--- config.mk ---
export PLATFORM = sky130hd
export DESIGN_NAME = ps2_target_entry
export DESIGN_NICKNAME = d
export VERILOG_FILES = /design/src/rtl/battleship_keys_pkg.sv /design/src/rtl/ps2_word_sync.sv /design/src/rtl/ps2_target_entry.sv
export SDC_FILE = /design/constraint.sdc
export NUM_CORES = 1
export LEC_CHECK = 0
export CAP_MARGIN = 40
export CORE_ASPECT_RATIO = 1.2
export CORE_MARGIN = 4
export CORE_UTILIZATION = 62
export CTS_CLUSTER_SIZE = 30
export DETAILED_ROUTE_END_ITERATION = 8
export PLACE_DENSITY_LB_ADDON = 0.15
export SYNTH_ARGS = -nofsm -noshare
export SYNTH_HDL_FRONTEND = slang
export SYNTH_SLANG_ARGS = --single-unit
--- constraint.sdc ---
create_clock -name clk -period 2.9 [get_ports clk]
set_input_delay 0.58 -clock clk [delete_from_list [all_inputs] [get_ports clk]]
set_output_delay 0.58 -clock clk [all_outputs]
set_load 0.01 [all_outputs]
--- src/rtl/battleship_keys_pkg.sv ---
// Shared scan-code constants, FSM encoding and key decode for the Battleship target entry.
package battleship_keys_pkg;

    localparam int COORD_W = 4;

    localparam logic [7:0] BREAK = 8'hF0;
    localparam logic [7:0] ENTER = 8'h5A;
    localparam logic [7:0] BKSP  = 8'h66;
    localparam logic [7:0] ESC   = 8'h76;

    // Index n holds the scan code for row letter n (A..J) / column digit n (0..9).
    localparam logic [9:0][7:0] LETTER_CODES = {8'h3B, 8'h43, 8'h33, 8'h34, 8'h2B,
                                                8'h24, 8'h23, 8'h21, 8'h32, 8'h1C};
    localparam logic [9:0][7:0] DIGIT_CODES  = {8'h46, 8'h3E, 8'h3D, 8'h36, 8'h2E,
                                                8'h25, 8'h26, 8'h1E, 8'h16, 8'h45};

    typedef enum logic [1:0] {
        IDLE,
        ROW,
        ARMED,
        FIRE
    } state_e;

    typedef enum logic [2:0] {
        KEY_NONE,
        KEY_LETTER,
        KEY_DIGIT,
        KEY_ENTER,
        KEY_BKSP,
        KEY_ESC
    } key_class_e;

    typedef struct packed {
        key_class_e           cls;
        logic [COORD_W-1:0]   val;
    } key_t;

    function automatic key_t decode_key(input logic [7:0] code);
        key_t k;
        k.cls = KEY_NONE;
        k.val = '0;
        for (int i = 0; i < 10; i++) begin
            if (code == LETTER_CODES[i]) begin
                k.cls = KEY_LETTER;
                k.val = COORD_W'(i);
            end
            if (code == DIGIT_CODES[i]) begin
                k.cls = KEY_DIGIT;
                k.val = COORD_W'(i);
            end
        end
        if (code == ENTER) k.cls = KEY_ENTER;
        if (code == BKSP)  k.cls = KEY_BKSP;
        if (code == ESC)   k.cls = KEY_ESC;
        return k;
    endfunction

endpackage

--- src/rtl/ps2_word_sync.sv ---
// Synchronises and debounces the receiver's scan-code window, emitting one pulse per completed key release.
module ps2_word_sync
    import battleship_keys_pkg::*;
#(
    parameter int SYNC_STAGES   = 2,
    parameter int STABLE_CYCLES = 4
) (
    input  logic        clk,
    input  logic        reset,
    input  logic [31:0] keycode,
    output logic        rel_valid,
    output logic [7:0]  rel_code
);

    localparam logic [3:0] STABLE = 4'(STABLE_CYCLES);

    logic [31:0] sync_q [SYNC_STAGES];
    logic [31:0] synced;
    logic [31:0] prev_q;
    logic [31:0] last_q;
    logic [3:0]  cnt_q, cnt_d;
    logic        armed_q;
    logic        differs;
    logic        accept;
    logic        rel_valid_q;
    logic [7:0]  rel_code_q;

    always_ff @(posedge clk) begin
        if (!reset) begin
            for (int i = 0; i < SYNC_STAGES; i++) sync_q[i] <= '0;
        end else begin
            sync_q[0] <= keycode;
            for (int i = 1; i < SYNC_STAGES; i++) sync_q[i] <= sync_q[i-1];
        end
    end

    assign synced = sync_q[SYNC_STAGES-1];

    // A word is accepted on the single edge where its run length reaches STABLE.
    always_comb begin
        differs = (synced != prev_q);
        cnt_d   = cnt_q;
        if (differs)
            cnt_d = 4'd1;
        else if (cnt_q != STABLE)
            cnt_d = cnt_q + 4'd1;
        accept = (cnt_d == STABLE) && ((cnt_q != STABLE) || differs);
    end

    always_ff @(posedge clk) begin
        if (!reset) begin
            prev_q      <= '0;
            last_q      <= '0;
            cnt_q       <= '0;
            armed_q     <= 1'b0;
            rel_valid_q <= 1'b0;
            rel_code_q  <= '0;
        end else begin
            prev_q      <= synced;
            cnt_q       <= cnt_d;
            rel_valid_q <= accept && armed_q && (synced != last_q) && (synced[15:8] == BREAK);
            rel_code_q  <= synced[7:0];
            if (accept) begin
                last_q  <= synced;
                armed_q <= 1'b1;
            end
        end
    end

    assign rel_valid = rel_valid_q;
    assign rel_code  = rel_code_q;

endmodule

--- src/rtl/ps2_target_entry.sv ---
// Turns PS/2 key releases into a Battleship target (row letter, column digit, Enter) offered via valid/ready.
module ps2_target_entry
    import battleship_keys_pkg::*;
#(
    parameter int SYNC_STAGES   = 2,
    parameter int STABLE_CYCLES = 4
) (
    input  logic               clk,
    input  logic               reset,
    input  logic [31:0]        keycode,
    input  logic               fire_ready,
    output logic [COORD_W-1:0] row,
    output logic [COORD_W-1:0] col,
    output logic               row_set,
    output logic               col_set,
    output logic               fire_valid,
    output logic               bad_key
);

    logic               rel_valid;
    logic [7:0]         rel_code;
    key_t               key;
    state_e             state_q, state_d;
    logic [COORD_W-1:0] row_q, row_d, col_q, col_d;
    logic               row_set_q, row_set_d, col_set_q, col_set_d;
    logic               bad_key_q, bad_key_d;

    ps2_word_sync #(
        .SYNC_STAGES   (SYNC_STAGES),
        .STABLE_CYCLES (STABLE_CYCLES)
    ) u_sync (
        .clk       (clk),
        .reset     (reset),
        .keycode   (keycode),
        .rel_valid (rel_valid),
        .rel_code  (rel_code)
    );

    always_ff @(posedge clk) begin
        if (!reset) begin
            state_q   <= IDLE;
            row_q     <= '0;
            col_q     <= '0;
            row_set_q <= 1'b0;
            col_set_q <= 1'b0;
            bad_key_q <= 1'b0;
        end else begin
            state_q   <= state_d;
            row_q     <= row_d;
            col_q     <= col_d;
            row_set_q <= row_set_d;
            col_set_q <= col_set_d;
            bad_key_q <= bad_key_d;
        end
    end

    // While a shot is pending, key events are dropped so the offered coordinate cannot move.
    always_comb begin
        state_d   = state_q;
        row_d     = row_q;
        col_d     = col_q;
        row_set_d = row_set_q;
        col_set_d = col_set_q;
        bad_key_d = 1'b0;
        key       = decode_key(rel_code);
        if (state_q == FIRE) begin
            if (fire_ready) begin
                state_d   = IDLE;
                row_set_d = 1'b0;
                col_set_d = 1'b0;
            end
        end else if (rel_valid) begin
            case (key.cls)
                KEY_LETTER: begin
                    row_d     = key.val;
                    row_set_d = 1'b1;
                    if (state_q == IDLE) state_d = ROW;
                end
                KEY_DIGIT: begin
                    if (state_q != IDLE) begin
                        col_d     = key.val;
                        col_set_d = 1'b1;
                        state_d   = ARMED;
                    end
                end
                KEY_ENTER: begin
                    if (state_q == ARMED) state_d = FIRE;
                end
                KEY_BKSP: begin
                    if (state_q == ROW) begin
                        row_set_d = 1'b0;
                        state_d   = IDLE;
                    end else if (state_q == ARMED) begin
                        col_set_d = 1'b0;
                        state_d   = ROW;
                    end
                end
                KEY_ESC: begin
                    row_set_d = 1'b0;
                    col_set_d = 1'b0;
                    state_d   = IDLE;
                end
                default: bad_key_d = 1'b1;
            endcase
        end
    end

    assign row        = row_q;
    assign col        = col_q;
    assign row_set    = row_set_q;
    assign col_set    = col_set_q;
    assign fire_valid = (state_q == FIRE);
    assign bad_key    = bad_key_q;

endmodule
==> results of run 1 <==
==> sequential cells by signal (all words and copies together), names as in the netlist <==
name / flops
bad_key: 1
col: 4
col_set: 1
row: 4
row_set: 1
state_q: 2
u_sync.armed_q: 1
u_sync.cnt_q: 4
u_sync.last_q: 32
u_sync.prev_q: 32
u_sync.rel_valid: 1
u_sync.sync_q: 64
==> critical path: stages, from the launching register on <==
cell,delay (ps)
dfxtp_1,410
ha_1,370
clkdlybuf4s50_1,600
==> metal layers <==
layer | track usage [%] | vias to the layer above
met2 | 42.0 | 115
met3 | 5.78 | 31
li1 | - | 2132
met5 | 0 | -
met4 | 11.0 | 0
met1 | 23.9 | 2015
==> Yosys cell counts, drive strengths merged, types with 3 or more instances <==
| library cell | n |
|---|---|
| a21oi | 15 |
| a32oi | 3 |
| and2 | 66 |
| and3 | 3 |
| buf | 13 |
| clkbuf | 19 |
| dfxtp | 147 |
| ha | 7 |
| inv | 44 |
| mux2i | 40 |
| nand2 | 74 |
| nand2b | 5 |
| nand3 | 7 |
| nand3b | 4 |
| nand4 | 17 |
| nor2 | 21 |
| nor2b | 7 |
| nor3 | 11 |
| nor3b | 7 |
| nor4 | 8 |
| o21ai | 9 |
| xnor2 | 51 |
| xor2 | 18 |
==> final timing paths <==
kind                            slack (ps)                              end
worst min register to register         420  u_sync.sync_q[0][38]$_SDFF_PN0_
worst min-delay path                   420  u_sync.sync_q[0][38]$_SDFF_PN0_
worst max-delay path                   520                       fire_valid
worst max register to register         600    u_sync.last_q[5]$_SDFFE_PN0P_
==> metrics by stage <==
stage / area [µm²] / hold slack [ps]
after floorplan: 6000 / 412
after global placement: 6540 / 416
after detailed placement: 6540 / 418
after CTS: 7100 / 427
after global routing: 7100 / 445
final: 7100 / 422
==> cell type report <==
class                           instances  area (µm²)
Sequential cell                       147        2940
Multi-Input combinational cell        401        2740
Fill cell                             663        2360
Timing Repair Buffer                   56         533
Clock buffer                           21         460
Inverter                               44         165
Tap cell                              123         154
Clock inverter                         11         104
==> cells by family (layout without fill, tap and decap cells) <==
group / after synthesis / after routing / synth area share, %
and+or+nand+nor: 242 / 242 / 21.9
xor gates and xnor gates: 69 / 69 / 10.1
muxes: 40 / 40 / 6.67
buffers and inverters: 76 / 132 / 5.29
AOI/OAI and AO/OA: 43 / 43 / 5.61
DFF: 147 / 147 / 49.0
adders and majority gates: 7 / 7 / 1.46
==> report_power, final <==
group	internal, mW	total, mW	leakage, nW	switching, mW
logic	0.116	0.222	1.64	0.106
clock network	1.23	2.05	0.262	0.822
registers	2.07	2.12	1.20	0.0413
==> flow_summary.json, run 1 <==
{
  "vias_per_cell": 5.35,
  "grt_max_degree": 48,
  "final_cells": 803,
  "drt-total-wl_mm": 12.0,
  "postSynthAreaPerCell_um2": 9.62,
  "clock_path_buffers": 2,
  "die_w_um": 97.8,
  "p_per_area_nw_per_um2": 618,
  "mostFrequentLayoutCells": "147 x dfxtp_1, 74 x nand2_1, 65 x and2_1, 51 x xnor2_1, 45 x clkdlybuf4s50_1",
  "setup_viol": 0,
  "yosysUniqueCellTypes": 49,
  "end_kind": "output port",
  "synthCells": 624,
  "power.total_mw": 4.39,
  "grt_pass1_wl_mm": 20.3,
  "gp_congestion": 0.882,
  "yosysWarnings": 0,
  "maxSlewHeadroom_pct": 61.1,
  "overflow": 0,
  "path_class": "register to output port",
  "utilization_pct": 75.0,
  "hp-class": "register to register",
  "synth-main-ff-cell": "dfxtp_1",
  "synth_edf_count": 0,
  "worst_slack_ps": 523,
  "syn-cell-area_um2": 6000,
  "ys_ff_latch": 147,
  "hold_depth": 1,
  "grt_usage_pct": 22.6,
  "hold_violations": 0,
  "wl_met1_mm": 4.71,
  "outcome": "finished, final reports clean",
  "yosys.area.top_type_share_pct": 49.0,
  "final_common_cell": "dfxtp_1",
  "min_from": "u_sync.sync_q[0][6]$_SDFF_PN0_",
  "drive_above_1_share_pct": 7.21,
  "cp.arrival_ps": 1800,
  "dr_total_vias": 4293,
  "dr_wl_met3_um": 518,
  "dieArea_um2": 11300,
  "rr_worst_depth": 7,
  "die_h_um": 116,
  "fp-row-count": 39,
  "initial_core_util_pct": 63.4,
  "postCtsHoldBufs": 0,
  "maxCapViolCount": 0,
  "synth_top_area_cell": "dfxtp_1",
  "clock_sinks": 147,
  "async_flop_share_pct": 0,
  "area_delta_synth_final_pct": 18.3,
  "cts-buffers-inserted": 17,
  "diodes": 0,
  "core_um2": 9470,
  "vdd_drop_max_v": 0.000438,
  "postRouteAntennaNets": 0,
  "cp-startpoint": "state_q[0]$_SDFFE_PN0P_",
  "r2r-start": "u_sync.prev_q[1]$_SDFF_PN0_",
  "finClkSkew_ps": 6.59,
  "slew_viol_final": 0,
  "cts_setup_buffers": 0,
  "io_pins": 47,
  "cp_max_fo": 9,
  "antenna_found_initial": 0,
  "drc": 0,
  "io_buffer_count": 46,
  "cts.repair.resized": 0,
  "grt_pass1_vias": 4460,
  "required_ps": 2320,
  "synthesis.nets": 666,
  "worst_pin_slew_ps": 576,
  "fin_tns_setup_ps": 0,
  "dpl_worst_slack_ps": 603,
  "p_leak_nw": 3.10,
  "drt_iter0_markers": 240,
  "dp.cells": 771,
  "fin_nets": 709,
  "synth_seq_area_share_pct": 49.0,
  "first_pass_iters": 4,
  "period_minus_slack_ps": 2380,
  "dr_wl_met2_mm": 6.46,
  "ys_top_cells_by_area": "dfxtp_1 49%, xnor2_1 7.4%, and2_1 6.8%",
  "top_layer_used": "met4",
  "rsz0062_at_grt": "no",
  "max_clock_freq_mhz": 421,
  "clock_latency_ps": 410,
  "critPathLaunchType": "register",
  "clockRootBuffer": "clkbuf_16",
  "path_clk_slew_ps": 60,
  "cts_tree": "yes",
  "wl_per_cell_um": 15.0,
  "hpwl_mm": 8.67,
  "fin_crit_sh_pct": 82.0,
  "cts_max_level": 4
}
No activity file was read; power rests on OpenSTA's default activity.
==> run 2, diff against run 1 <==
--- a/config.mk
+++ b/config.mk
@@ -8,7 +8,7 @@
 export CAP_MARGIN = 40
 export CORE_ASPECT_RATIO = 1.2
 export CORE_MARGIN = 4
-export CORE_UTILIZATION = 62
+export CORE_UTILIZATION = 58
 export CTS_CLUSTER_SIZE = 30
 export DETAILED_ROUTE_END_ITERATION = 8
 export PLACE_DENSITY_LB_ADDON = 0.15
==> constraint.sdc (replaced) <==
create_clock -name clk -period 2.2 [get_ports clk]
set_input_delay 0.44 -clock clk [delete_from_list [all_inputs] [get_ports clk]]
set_output_delay 0.44 -clock clk [all_outputs]
set_load 0.01 [all_outputs]
==> run 2 against run 1 <==
  * Critical path depth grew 5
  * Cell count grew 1.6%
  * Wire length grew 1.9%
  * Via count shrank 1.3%
  * Non-clock buffer count grew 10
  * Combinational power grew 41%
  * Clock skew shrank 0.95 ps
  * Sequential power grew 31%
  * Clock power grew 50%
  * Critical path type is now register to register
  * Highest routed layer unchanged
==> flow_summary.json, run 2 (synthesis results as in run 1) <==
{
  "outcome": "finished, final reports clean",
  "cts_max_level": 4,
  "hpwl_mm": 8.82,
  "cp-startpoint": "u_sync.sync_q[0][51]$_SDFF_PN0_",
  "hold_violations": 0,
  "clock_path_buffers": 2,
  "clock_sinks": 147,
  "final_common_cell": "dfxtp_1",
  "overflow": 0,
  "path_clk_slew_ps": 60,
  "diodes": 0,
  "die_w_um": 101,
  "largest_reg_flops": 64,
  "antenna_found_initial": 0,
  "max_stage_delay_ps": 420,
  "area_delta_synth_final_pct": 22.3,
  "wl_per_cell_um": 15.0,
  "worst_pin_slew_ps": 642,
  "fin_nets": 719,
  "worstReg2RegEnd": "u_sync.last_q[20]$_SDFFE_PN0P_",
  "postCtsHoldBufs": 0,
  "drive_above_1_share_pct": 10.1,
  "r2r-start": "u_sync.sync_q[0][51]$_SDFF_PN0_",
  "critPathLaunchType": "register",
  "cts_setup_buffers": 0,
  "cts_tree": "yes",
  "rsz0062_at_grt": "no",
  "slew_viol_final": 0,
  "setup_viol": 0,
  "core_um2": 10100,
  "fp-row-count": 40,
  "max_clock_freq_mhz": 468,
  "required_ps": 2530,
  "initial_core_util_pct": 59.7,
  "p_leak_nw": 3.22,
  "drt-total-wl_mm": 12.3,
  "vdd_drop_max_v": 0.000972,
  "cts-buffers-inserted": 17,
  "path_class": "register to register",
  "clock_latency_ps": 410,
  "rrSetupSlack_ps": 60,
  "gp_congestion": 0.840,
  "final_cells": 816,
  "largest_register": "u_sync.sync_q",
  "dieArea_um2": 12000,
  "io_buffer_count": 46,
  "die_h_um": 119,
  "grt_pass1_wl_mm": 20.2,
  "first_pass_iters": 4,
  "clockRootBuffer": "clkbuf_16",
  "grt_pass1_vias": 4332,
  "postRouteAntennaNets": 0,
  "io_pins": 47,
  "setup.worst_path.end": "u_sync.last_q[20]$_SDFFE_PN0P_",
  "top_regs": "u_sync.sync_q (64), u_sync.last_q (32), u_sync.prev_q (32)",
  "hp-class": "register to register",
  "worst_slack_ps": 64.4,
  "end_kind": "register",
  "p_per_area_nw_per_um2": 841,
  "cp.arrival_ps": 2470,
  "slowest_stage": "nor4_1",
  "rr_worst_depth": 7,
  "crit_path_cell_trace": "xor2_1 > nor4_1 > nand4_1 > nor3_4 > o2111ai_4 > buf_12 > mux2i_1",
  "fin_crit_sh_pct": 97.1,
  "maxSlewHeadroom_pct": 56.8,
  "period_minus_slack_ps": 2140,
  "cp_max_fo": 28,
  "dpl_worst_slack_ps": -14.9,
  "grt_max_degree": 50,
  "n_fill_cell": 721,
  "power.total_mw": 6.17,
  "finClkSkew_ps": 5.64,
  "mostFrequentLayoutCells": "144 x dfxtp_1, 74 x nand2_1, 65 x and2_1, 51 x xnor2_1, 45 x clkdlybuf4s50_1",
  "drt_iter0_markers": 203,
  "dr_total_vias": 4239,
  "dp.cells": 784,
  "grt_usage_pct": 21.5,
  "vias_per_cell": 5.19,
  "drc": 0,
  "maxCapViolCount": 0
}
## run 2: power by group
group          internal, mW  switching (mW)
Clock                  2.01            1.07
Sequential             2.74          0.0472
Combinational         0.163           0.150
## run 2: metal layers
layer  GRT usage [%]  wire length (µm)  vias to the layer above
li1                -                 -                     2150
met1            23.4              4920                     1963
met2            37.3              6360                       97
met3            4.86               467                       29
met4            12.5               517                        0
met5               0                 0                        -
## run 2: final cells by class
class                      instances  area (µm²)  area share [%]
sequential                       147        2950            40.1
multi-input combinational        401        2790            38.0
timing repair buffer              66         644            8.78
clock buffer                      18         429            5.85
clock inverter                    14         211            2.88
inverter                          44         165            2.25
tap                              126         158            2.15
## run 2: timing repair
| action | 4_1_cts | 5_1_grt |
|---|---|---|
| gates resized for setup | 1 | 14 |
| pin swaps | 0 | 2 |
| setup endpoints to repair | 4 | 27 |
## run 2: per-stage QoR
step | setup TNS, ps | hold WS, ps | cell area [µm²] | utilization [%]
after global routing | 0 | 441 | 7340 | 73.0
after CTS | 0 | 430 | 7290 | 72.5
after floorplan | 0 | 412 | 6000 | -
final | 0 | 430 | 7340 | 73.0
after detailed placement | -14.9 | 417 | 6640 | 66.0
after global placement | -138 | 414 | 6640 | 66.0
## run 2: critical path, delay by kind of cell (launching register included)
kind	cells	cell delay, ps
compound gates	1	190
buf+inv	1	220
flops	1	340
simple gates	3	890
xor+xnor	1	170
mux	1	200
## run 2: how the worst min path moves through the flow
| stage | from | end | slack, ps | depth (start not counted) |
|---|---|---|---|---|
| 3_5_place_dp | u_sync.sync_q[0][9]$_SDFF_PN0_ | u_sync.sync_q[0][41]$_SDFF_PN0_ | 420 | 1 |
| 5_1_grt | u_sync.sync_q[0][12]$_SDFF_PN0_ | u_sync.sync_q[0][44]$_SDFF_PN0_ | 440 | 1 |
| 2_1_floorplan | u_sync.sync_q[0][0]$_SDFF_PN0_ | u_sync.sync_q[0][32]$_SDFF_PN0_ | 410 | 1 |
| 3_3_place_gp | u_sync.sync_q[0][5]$_SDFF_PN0_ | u_sync.sync_q[0][37]$_SDFF_PN0_ | 410 | 1 |
| 6_report | u_sync.sync_q[0][27]$_SDFF_PN0_ | u_sync.sync_q[0][59]$_SDFF_PN0_ | 430 | 1 |
| 4_1_cts | u_sync.sync_q[0][9]$_SDFF_PN0_ | u_sync.sync_q[0][41]$_SDFF_PN0_ | 430 | 1 |
==> run 3, diff against run 2 <==
--- a/config.mk
+++ b/config.mk
@@ -11,7 +11,7 @@
 export CORE_UTILIZATION = 58
 export CTS_CLUSTER_SIZE = 30
 export DETAILED_ROUTE_END_ITERATION = 8
-export PLACE_DENSITY_LB_ADDON = 0.15
+export PLACE_DENSITY = 0.77
 export SYNTH_ARGS = -nofsm -noshare
 export SYNTH_HDL_FRONTEND = slang
 export SYNTH_SLANG_ARGS = --single-unit
==> run 3 against run 2 <==
  * Worst setup slack worse by 2.7 ps
  * Total power is 0.51% lower
  * Critical path depth stayed put
  * Count of clock-buffer cells in the layout is 1 higher
  * Combinational power hardly changed
  * Sequential share of layout area is 0.085 points higher
  * Worst hold slack better by 0.86 ps
  * Core utilization is 0.062 points lower
  * Largest cell class unchanged
  * Non-clock buffer count is 3 lower
  * Via count is 1.3% higher
  * Highest routed layer unchanged
  * Clock power is 1% lower
  * Register-to-register slack hardly changed
==> flow_summary.json, run 3 (synthesis results as in run 1) <==
{
  "outcome": "finished, final reports clean",
  "rsz0062_at_grt": "yes",
  "fin_area_um2": 7330,
  "regArea_um2": 2950,
  "hp-class": "register to register",
  "period_minus_slack_ps": 2140,
  "drt-total-wl_mm": 12.3,
  "vias_per_cell": 5.29,
  "final_common_cell": "dfxtp_1",
  "top_regs": "u_sync.sync_q (64), u_sync.last_q (32), u_sync.prev_q (32)",
  "overflow": 0,
  "worst_pin_slew_ps": 581,
  "cp.arrival_ps": 2470,
  "clock_sinks": 147,
  "slew_viol_final": 0,
  "die_h_um": 119,
  "p_per_area_nw_per_um2": 838,
  "final_cells": 812,
  "p_leak_nw": 3.21,
  "mostFrequentLayoutCells": "141 x dfxtp_1, 74 x nand2_1, 65 x and2_1, 51 x xnor2_1, 45 x clkdlybuf4s50_1",
  "finClkSkew_ps": 12.8,
  "clockRootBuffer": "clkbuf_16",
  "first_pass_iters": 6,
  "required_ps": 2530,
  "cts_tree": "yes",
  "cts_max_level": 4,
  "cts_setup_buffers": 0,
  "io_pins": 47,
  "holdWs_ps": 431,
  "drc": 0,
  "cp_max_fo": 8,
  "dieArea_um2": 12000,
  "core_um2": 10100,
  "grt_usage_pct": 21.9,
  "grt_pass1_wl_mm": 20.6,
  "fin_crit_sh_pct": 97.2,
  "maxSlewHeadroom_pct": 60.9,
  "dr_total_vias": 4296,
  "multi_input_area_um2": 2810,
  "cts-buffers-inserted": 17,
  "vdd_drop_max_v": 0.000667,
  "critPathLaunchType": "register",
  "clock_path_buffers": 2,
  "power.total_mw": 6.14,
  "hpwl_mm": 8.70,
  "postRouteAntennaNets": 0,
  "dp.cells": 781,
  "antenna_found_initial": 0,
  "path_clk_slew_ps": 60,
  "drive_above_1_share_pct": 10.6,
  "path_class": "register to register",
  "die_w_um": 101,
  "diodes": 0,
  "gp_congestion": 0.815,
  "hold_violations": 0,
  "clock_latency_ps": 420,
  "setup_viol": 0,
  "largest_reg_flops": 64,
  "fin_nets": 716,
  "wl_per_cell_um": 15.1,
  "end_kind": "register",
  "area_delta_synth_final_pct": 22.2,
  "initial_core_util_pct": 59.7,
  "dpl_cell_area_um2": 6620,
  "max_clock_freq_mhz": 468,
  "largest_register": "u_sync.sync_q",
  "io_buffer_count": 46,
  "fin_tns_setup_ps": 0,
  "grt_pass1_vias": 4402,
  "fp-row-count": 40,
  "n_fill_cell": 707,
  "maxCapViolCount": 0,
  "drt_iter0_markers": 182,
  "grt_max_degree": 51
}
## run 3: critical path: stages (launching register included)
cell      delay (ps)
dfxtp_1          320
buf_4            170
or4b_2           660
o21ai_1          110
a32oi_2          130
and2_4           230
o221ai_4         200
mux2i_1          230
## run 3: where the power goes
part           internal [mW]  total, mW  switching (mW)  leakage, nW
registers               2.74       2.78          0.0495         1.20
logic                  0.163      0.313           0.151         1.70
clock network           1.95       3.04            1.09        0.305
## run 3: final timing paths
check | start | end | slack, ps | cells past startpoint
max | u_sync.prev_q[3]$_SDFF_PN0_ | state_q[1]$_SDFFE_PN0P_ | 60 | 7
min | u_sync.sync_q[0][5]$_SDFF_PN0_ | u_sync.sync_q[0][37]$_SDFF_PN0_ | 430 | 1
max reg2reg | u_sync.prev_q[3]$_SDFF_PN0_ | state_q[1]$_SDFFE_PN0P_ | 60 | 7
min reg2reg | u_sync.sync_q[0][5]$_SDFF_PN0_ | u_sync.sync_q[0][37]$_SDFF_PN0_ | 430 | 1
## run 3: final cells by class
type | instances | share of cell area, %
multi-input cells | 401 | 38.4
flip-flops and latches | 147 | 40.2
inverters | 44 | 2.25
repair buffers | 63 | 8.38
clock buffers | 19 | 6.18
well taps | 126 | 2.15
clock inverters | 12 | 2.46
## run 3: routing by layer
metal  share of wire (%)  vias to the layer above  track usage (%)
li1                    -                     2150                -
met3                 3.7                       28             5.33
met2                  52                       81             39.0
met1                  40                     2037             23.9
met5                   0                        -                0
met4                 3.4                        0             10.0
## run 3: timing repair
item / in CTS / in global routing
resized for setup: 2 / 19
endpoints found under the hold margin: 0 / 0
hold buffers: 0 / 0
endpoints found under the setup margin: 7 / 41
pin swaps: 0 / 4
## run 3: stage by stage
stage / utilization [%] / setup WS [ps]
after CTS: 72.2 / 5.53
after global placement: 65.8 / -46.4
after global routing: 72.9 / -43.4
after floorplan: - / 268
final: 72.9 / 61.7
after detailed placement: 65.8 / -54.0
